### config.mk
export PLATFORM = sky130hd
export DESIGN_NAME = pe_ws_dbuf_flat
export DESIGN_NICKNAME = d
export VERILOG_FILES = /design/src/rtl/pe_ws_dbuf_if.sv /design/src/rtl/pe_ws_dbuf.sv /design/src/flat_wrapper.sv
export SDC_FILE = /design/constraint.sdc
export NUM_CORES = 1
export LEC_CHECK = 0
export ABC_AREA = 1
export CORE_AREA = 2 2 93 185
export CTS_CLUSTER_DIAMETER = 80
export DETAILED_ROUTE_END_ITERATION = 16
export DIE_AREA = 0 0 95 187
export PLACE_DENSITY = 0.71
export SLEW_MARGIN = 20
export SYNTH_ARGS = -nofsm -noshare
export SYNTH_HDL_FRONTEND = slang
export SYNTH_SLANG_ARGS = --single-unit
### constraint.sdc
create_clock -name clk -period 5.2 [get_ports clk]
set_input_delay 1.04 -clock clk [delete_from_list [all_inputs] [get_ports clk]]
set_output_delay 1.04 -clock clk [all_outputs]
set_load 0.01 [all_outputs]
### src/rtl/pe_ws_dbuf_if.sv
// Link bundle between neighbouring weight-stationary PEs: weight shift and
// swap, activation and partial sum. A PE reads one bundle through the slave
// modport and drives the next one through the master modport, so a column or
// row of PEs chains by sharing one bundle between them.
interface pe_ws_dbuf_if #(
  parameter int DATA_W = 8,
  parameter int ACC_W  = 32
);
  logic              w_vld;
  logic [DATA_W-1:0] w;
  logic              w_swap;
  logic              a_vld;
  logic [DATA_W-1:0] a;
  logic              ps_vld;
  logic [ACC_W-1:0]  ps;

  modport master (output w_vld, w, w_swap, a_vld, a, ps_vld, ps);
  modport slave  (input  w_vld, w, w_swap, a_vld, a, ps_vld, ps);
endinterface

### src/rtl/pe_ws_dbuf.sv
// Weight-stationary systolic PE with a double-buffered weight.
// A new weight shifts into the shadow register (ws) while the active weight
// (wa) keeps serving MACs; a swap pulse promotes ws to wa. Weight, swap and
// activation are forwarded with one cycle of latency per PE.
// Build option: define PE_SAT_EN to saturate the accumulate instead of
// wrapping modulo 2^ACC_W.
module pe_ws_dbuf #(
  parameter int DATA_W = 8,
  parameter int ACC_W  = 32,
  parameter bit SIGNED = 1'b1
) (
  input  logic         clk,
  input  logic         reset,
  pe_ws_dbuf_if.slave  src,
  pe_ws_dbuf_if.master dst,
  output logic         err
);

  logic [DATA_W-1:0] wa;
  logic [DATA_W-1:0] ws;
  logic              sf;
  logic [ACC_W-1:0]  w_ext;
  logic [ACC_W-1:0]  a_ext;
  logic [ACC_W-1:0]  prod;
  logic [ACC_W-1:0]  mac;

  // Extend both operands to ACC_W so the low ACC_W bits of the product are the
  // correctly signed/zero-extended full product.
  always_comb begin
    w_ext = {{(ACC_W-DATA_W){SIGNED & wa[DATA_W-1]}}, wa};
    a_ext = {{(ACC_W-DATA_W){SIGNED & src.a[DATA_W-1]}}, src.a};
    prod  = w_ext * a_ext;
  end

`ifdef PE_SAT_EN
  logic [ACC_W:0] sum;

  // One guard bit above the accumulator reveals overflow, which is clamped.
  always_comb begin
    sum = {SIGNED & src.ps[ACC_W-1], src.ps} + {SIGNED & prod[ACC_W-1], prod};
    mac = sum[ACC_W-1:0];
    if (SIGNED) begin
      if (sum[ACC_W] != sum[ACC_W-1]) begin
        mac = sum[ACC_W] ? {1'b1, {(ACC_W-1){1'b0}}} : {1'b0, {(ACC_W-1){1'b1}}};
      end
    end else if (sum[ACC_W]) begin
      mac = '1;
    end
  end
`else
  // Plain ACC_W-wide add, wrapping on overflow.
  always_comb begin
    mac = src.ps + prod;
  end
`endif

  // Shadow load and swap; a same-cycle swap takes the pre-write shadow value.
  always_ff @(posedge clk or posedge reset) begin
    if (reset) begin
      wa <= '0;
      ws <= '0;
      sf <= 1'b0;
    end else begin
      if (src.w_vld) begin
        ws <= src.w;
      end
      if (src.w_swap && sf) begin
        wa <= ws;
      end
      if (src.w_vld) begin
        sf <= 1'b1;
      end else if (src.w_swap) begin
        sf <= 1'b0;
      end
    end
  end

  // Push the displaced shadow weight and the swap pulse to the PE below.
  always_ff @(posedge clk or posedge reset) begin
    if (reset) begin
      dst.w_vld  <= 1'b0;
      dst.w      <= '0;
      dst.w_swap <= 1'b0;
    end else begin
      dst.w_vld  <= src.w_vld & sf;
      dst.w_swap <= src.w_swap;
      if (src.w_vld && sf) begin
        dst.w <= ws;
      end
    end
  end

  // Forward the activation to the right; data holds while invalid.
  always_ff @(posedge clk or posedge reset) begin
    if (reset) begin
      dst.a_vld <= 1'b0;
      dst.a     <= '0;
    end else begin
      dst.a_vld <= src.a_vld;
      if (src.a_vld) begin
        dst.a <= src.a;
      end
    end
  end

  // MAC with the pre-swap active weight; valid disagreement sets sticky err.
  always_ff @(posedge clk or posedge reset) begin
    if (reset) begin
      dst.ps_vld <= 1'b0;
      dst.ps     <= '0;
      err        <= 1'b0;
    end else begin
      dst.ps_vld <= src.a_vld & src.ps_vld;
      if (src.a_vld != src.ps_vld) begin
        err <= 1'b1;
      end else if (src.a_vld) begin
        dst.ps <= mac;
      end
    end
  end

endmodule

### src/flat_wrapper.sv
// flat-port wrapper written by rule: the top's interface ports become plain ports
module pe_ws_dbuf_flat 
#(
  parameter int DATA_W = 8,
  parameter int ACC_W  = 32,
  parameter bit SIGNED = 1'b1
)
  (clk, reset, err, src_w_vld, src_w, src_w_swap, src_a_vld, src_a, src_ps_vld, src_ps, dst_w_vld, dst_w, dst_w_swap, dst_a_vld, dst_a, dst_ps_vld, dst_ps);
  pe_ws_dbuf_if #(.DATA_W(DATA_W), .ACC_W(ACC_W)) src_i ();
  pe_ws_dbuf_if #(.DATA_W(DATA_W), .ACC_W(ACC_W)) dst_i ();
  input  logic clk;
  input  logic reset;
  output logic err;
  input wire logic [$bits(src_i.w_vld)-1:0] src_w_vld;
  input wire logic [$bits(src_i.w)-1:0] src_w;
  input wire logic [$bits(src_i.w_swap)-1:0] src_w_swap;
  input wire logic [$bits(src_i.a_vld)-1:0] src_a_vld;
  input wire logic [$bits(src_i.a)-1:0] src_a;
  input wire logic [$bits(src_i.ps_vld)-1:0] src_ps_vld;
  input wire logic [$bits(src_i.ps)-1:0] src_ps;
  output wire logic [$bits(dst_i.w_vld)-1:0] dst_w_vld;
  output wire logic [$bits(dst_i.w)-1:0] dst_w;
  output wire logic [$bits(dst_i.w_swap)-1:0] dst_w_swap;
  output wire logic [$bits(dst_i.a_vld)-1:0] dst_a_vld;
  output wire logic [$bits(dst_i.a)-1:0] dst_a;
  output wire logic [$bits(dst_i.ps_vld)-1:0] dst_ps_vld;
  output wire logic [$bits(dst_i.ps)-1:0] dst_ps;
  assign src_i.w_vld = src_w_vld;
  assign src_i.w = src_w;
  assign src_i.w_swap = src_w_swap;
  assign src_i.a_vld = src_a_vld;
  assign src_i.a = src_a;
  assign src_i.ps_vld = src_ps_vld;
  assign src_i.ps = src_ps;
  assign dst_w_vld = dst_i.w_vld;
  assign dst_w = dst_i.w;
  assign dst_w_swap = dst_i.w_swap;
  assign dst_a_vld = dst_i.a_vld;
  assign dst_a = dst_i.a;
  assign dst_ps_vld = dst_i.ps_vld;
  assign dst_ps = dst_i.ps;
  pe_ws_dbuf #(.DATA_W(DATA_W), .ACC_W(ACC_W), .SIGNED(SIGNED)) u_core (.clk(clk), .reset(reset), .src(src_i), .dst(dst_i), .err(err));
endmodule
* Yosys cells after proc, flatten, opt, wreduce, memory -nomap -nowiden
Cells that the tools add are included.
** Storage, ports and cells
- Register bits after elaboration :: 70
- Bits of input ports :: 54
- Output and inout bits :: 53
- Word-level logic and storage cells :: 23
** Operators by class
- Add/sub/neg operators :: 1
- Multiply operators :: 1
- Eq/ne operators :: 1
- Muxes and demuxes :: 2
- Bitwise gates (word level) :: 3
- Reductions and logical operators :: 4
** Operators with widths (count)
- 32-bit adder :: 1
- 8-bit by 8-bit multiplier with 16-bit output :: 1
- 1-bit AND :: 2
- 1-bit logical AND :: 2
- 1-bit 2-to-1 mux :: 2
- 2-bit AND reduction :: 1
- 2-bit nonzero test :: 1
- 1-bit != test :: 1
- 1-bit NOT :: 1

* Logic depth before layout (Yosys ltp)
- Depth after elaboration :: 3
- Depth in mapped cells :: 35
- Gate-level depth less buffers :: 34

* Worst setup path after synthesis
Ideal clock, no wire load.
- Path kind :: input port to flip-flop
- From :: in src_a[2]
- To :: reg u_core.dst.ps[25]
- Setup time :: 0.117 ns
- Arrival :: 6.237 ns
- Data required time :: 5.083 ns
- Slack :: -1.154 ns
- Stages on the path :: 30
- Path buffers :: 1
- Cell sequence :: clkbuf_1 > nand2_1 > inv_1 > fa_1 > inv_1 > fa_1 > inv_1 > fa_1 > inv_1 > fa_1 > inv_1 > ha_1 > nand2_1 > nor2_1 > nand3_1 > nand3_1 > inv_1 > nand2_1 > nand2_1 > ha_1 > nand2_2 > nor2_2 > inv_2 > nor2_1 > and3_1 > nand2_1 > nand3_1 > nand2_1 > nand3_1 > nand2_1
** Between the ends
- Word-level cells in the longest chain between the ends :: 2
** Ends and longest elaborated chain
- start: declaration :: line flat_wrapper.sv:18 : input wire logic [$bits(src_i.a)-1:0] src_a;
- 8-bit by 8-bit multiplier with 16-bit output :: line pe_ws_dbuf.sv:32 : prod = w_ext * a_ext;
- 32-bit adder :: line pe_ws_dbuf.sv:53 : mac = src.ps + prod;
- end signal: assignment :: line pe_ws_dbuf.sv:117 : dst.ps <= mac;
- end: declaration :: line pe_ws_dbuf_if.sv:17 : modport master (output w_vld, w, w_swap, a_vld, a, ps_vld, ps);
Every way passes these cells.
A chain may end at the register's enable or synchronous reset.

* Worst setup path in the final report
- From :: in src_a[7]
- To :: reg u_core.dst.ps[25]
Same word-level chain as after synthesis.

==> impl_metrics.env <==
export IMPL_hp_start="u_core.dst.ps[1]"
export IMPL_synth_commonest_cells="nand2_1, inv_1, dfrtp_1"
export IMPL_ys_ff_latch=70
export IMPL_slew_violations=0
export IMPL_place_inst=1430
export IMPL_critPathLaunchType="primary input"
export IMPL_place_area_um2=10000
export IMPL_top_layer="met4"
export IMPL_holdWs_ns=0.480
export IMPL_maxCapViolCount=0
export IMPL_viasPerCell=4.99
export IMPL_synthArstFlopShare_pct=100
export IMPL_numCtsBuffers=9
export IMPL_netlist_area_leader_share_pct=23.7
export IMPL_synth_area_um2=7400
export IMPL_num_rows=67
export IMPL_final_nets=1436
export IMPL_dr_pass1_iters=5
export IMPL_grt_max_degree=43
export IMPL_gp_congestion=0.976
export IMPL_die_y_um=187
export IMPL_grt_pass1_wl_um=36300
export IMPL_fillerInstances=1344
export IMPL_yosysUniqueCellTypes=37
export IMPL_finalClockSkew_ns=0.0106
export IMPL_holdPathStages=2
export IMPL_max_freq_mhz=173
export IMPL_die_w_um=95
export IMPL_place_hpwl_um=16600
export IMPL_max_slew_worst_pin_slew_ns=0.937
export IMPL_antenna_found_initial=0
export IMPL_synth_edf_count=0
export IMPL_status="complete, but fails checks"
export IMPL_hold_end="u_core.dst.ps[1]"
export IMPL_setup_viol=23
export IMPL_grt_pass1_vias=7851
export IMPL_cp_arrival_ns=6.03
export IMPL_routed_wl_met3_um=668
export IMPL_yosys_area_top_type="dfrtp_1"
export IMPL_wl_um=22000
export IMPL_cts_tree="built"
export IMPL_n_antenna_cell=0
export IMPL_clock_sinks=70
export IMPL_fin_util_pct=68.9
export IMPL_cts_root_buffer="clkbuf_16"
export IMPL_multi_input_area_um2=5990
export IMPL_timing_final_ws_setup_ns=-0.597
export IMPL_synthFlopType="dfrtp_1"
export IMPL_drt_first_iter_violations=322
export IMPL_vias=7365
export IMPL_grt_setup_unrepaired="yes"
export IMPL_grt_overflow=0
export IMPL_slew_headroom_pct=37.5
export IMPL_io_pins=107
export IMPL_synth_avg_cell_area_um2=7.15
export IMPL_core_area_um2=16500
export IMPL_fin_crit_ns=5.80
export IMPL_hp_class="register to register"
export IMPL_drc=0
export IMPL_track_usage_pct=25.9
export IMPL_synth_area_leaders="dfrtp_1, fa_1, nand2_1"
export IMPL_met1Wirelength_um=9440
export IMPL_critPathCaptureType="register"
export IMPL_path_clk_slew_ns=0.06
export IMPL_synthCells=1035
export IMPL_met2_length_um=11400
export IMPL_clock_path_buffers=2
export IMPL_io_buffers=106
export IMPL_holdBufCountCts=0
export IMPL_wl_per_cell_um=14.9
export IMPL_area_growth_syn_to_layout_pct=53.7
export IMPL_clk_latency_ns=0.35
export IMPL_yosysWarnings=0
export IMPL_reg2reg_from="u_core.wa[7]"
export IMPL_crit_required_ns=5.43
export IMPL_yosysSeqAreaShare_pct=23.7
export IMPL_fin_area_um2=11400
export IMPL_r2r_cells=30
export IMPL_syn_nets=1208
export IMPL_path_class="primary input to register"
export IMPL_violations="negative setup slack"
export IMPL_start_util_pct=44.8
export IMPL_register_area_um2=1750
export IMPL_finalCritPeriodShare_pct=111
export IMPL_yosysMostFrequentCell="nand2_1"
export IMPL_r2r_slack_ns=-0.36
export IMPL_reg2reg_to="u_core.dst.ps[20]"
export IMPL_h_tree_depth=3
export IMPL_hold_violations=0
export IMPL_layoutNonFillerInstCount=1475
export IMPL_die_area_um2=17800
export IMPL_drive_gt1_share_pct=32.3
export IMPL_critPathMaxFanout=4
export IMPL_ant_nets=0
[per-layer routing]
metal	vias up	track usage, %
li1	3596	-
met1	3564	32.7
met2	167	45.3
met3	38	2.94
met4	0	8.42
met5	-	0
[cell type report]
class                   count  area share [%]
well taps                 207            2.28
clock buffers              10            2.01
flip-flops and latches     70            15.4
inverters                 235            7.95
repair buffers            240            19.1
multi-input cells         707            52.6
clock inverters             6           0.627
[critical path, cell delays in order]
cell      delay (ns)
buf_8           0.09
clkinv_8        0.04
or2_4           0.22
fa_1            0.51
fa_1            0.57
inv_2           0.04
fa_1            0.54
inv_1           0.05
fa_1            0.49
inv_2           0.05
ha_4            0.24
a21oi_2         0.12
nand2_2         0.06
nand4_1         0.10
nand3_2         0.09
nand2_1         0.08
nand2_1         0.07
a21oi_2         0.18
xnor2_2         0.15
ha_1            0.30
a21o_1          0.20
a21oi_2         0.20
buf_4           0.17
o21ai_2         0.05
nand2_1         0.09
nand4_1         0.12
nand3_2         0.10
nand2_1         0.05
[flip-flops by register name (all words and copies together), names as in the netlist]
name               flops
u_core.dst.a           8
u_core.dst.a_vld       1
u_core.dst.ps         32
u_core.dst.ps_vld      1
u_core.dst.w           8
u_core.dst.w_swap      1
u_core.dst.w_vld       1
u_core.err             1
u_core.sf              1
u_core.wa              8
u_core.ws              8
[worst max-delay path by stage]
stage,cells after the start,end,start
after global placement,28,u_core.dst.ps[31],src_a[7]
after detailed placement,28,u_core.dst.ps[31],src_a[7]
final,28,u_core.dst.ps[25],src_a[7]
after floorplan,30,u_core.dst.ps[29],src_a[4]
after global routing,30,u_core.dst.ps[29],src_a[7]
after CTS,32,u_core.dst.ps[29],src_a[2]
[repair_timing]
action                     in CTS  in global routing
setup endpoints to repair      25                 26
pin swaps                     103                 60
cloned                          3                  0
setup buffers                  22                  6
gates resized for setup       162                 78
[placed cells by master (no fill, tap or decap), types with 17 or more instances in the layout]
cell type,Yosys,routed
nor2_1,62,32
inv_1,229,201
nor2_4,0,19
nand2_2,10,45
buf_4,1,114
ha_1,63,29
clkdlybuf4s50_1,0,98
a21oi_2,4,20
ha_4,0,32
inv_2,3,29
dfrtp_1,70,70
nor2_2,6,17
fa_1,56,53
o21ai_0,50,36
buf_6,0,19
nand2_1,289,236
nand3_1,48,37
[cells by family after synthesis]
group           Yosys count  share of synthesized area, %
xor+xnor                 20                          2.37
mux                       7                          1.07
simple gates            441                          24.8
flops                    70                          23.7
compound gates          117                          8.96
fa+ha+maj               119                          25.8
buf+inv                 261                          13.3
[stage by stage]
step,setup slack (ns),TNS [ns]
2_1_floorplan,-0.571,-7.50
3_3_place_gp,-1.47,-33.02
3_5_place_dp,-1.57,-34.18
4_1_cts,-0.565,-10.17
5_1_grt,-0.879,-16.12
6_report,-0.597,-10.91
Power is not shown: default switching activity piles up to over one toggle a cycle in this logic, so the estimate is an artifact.
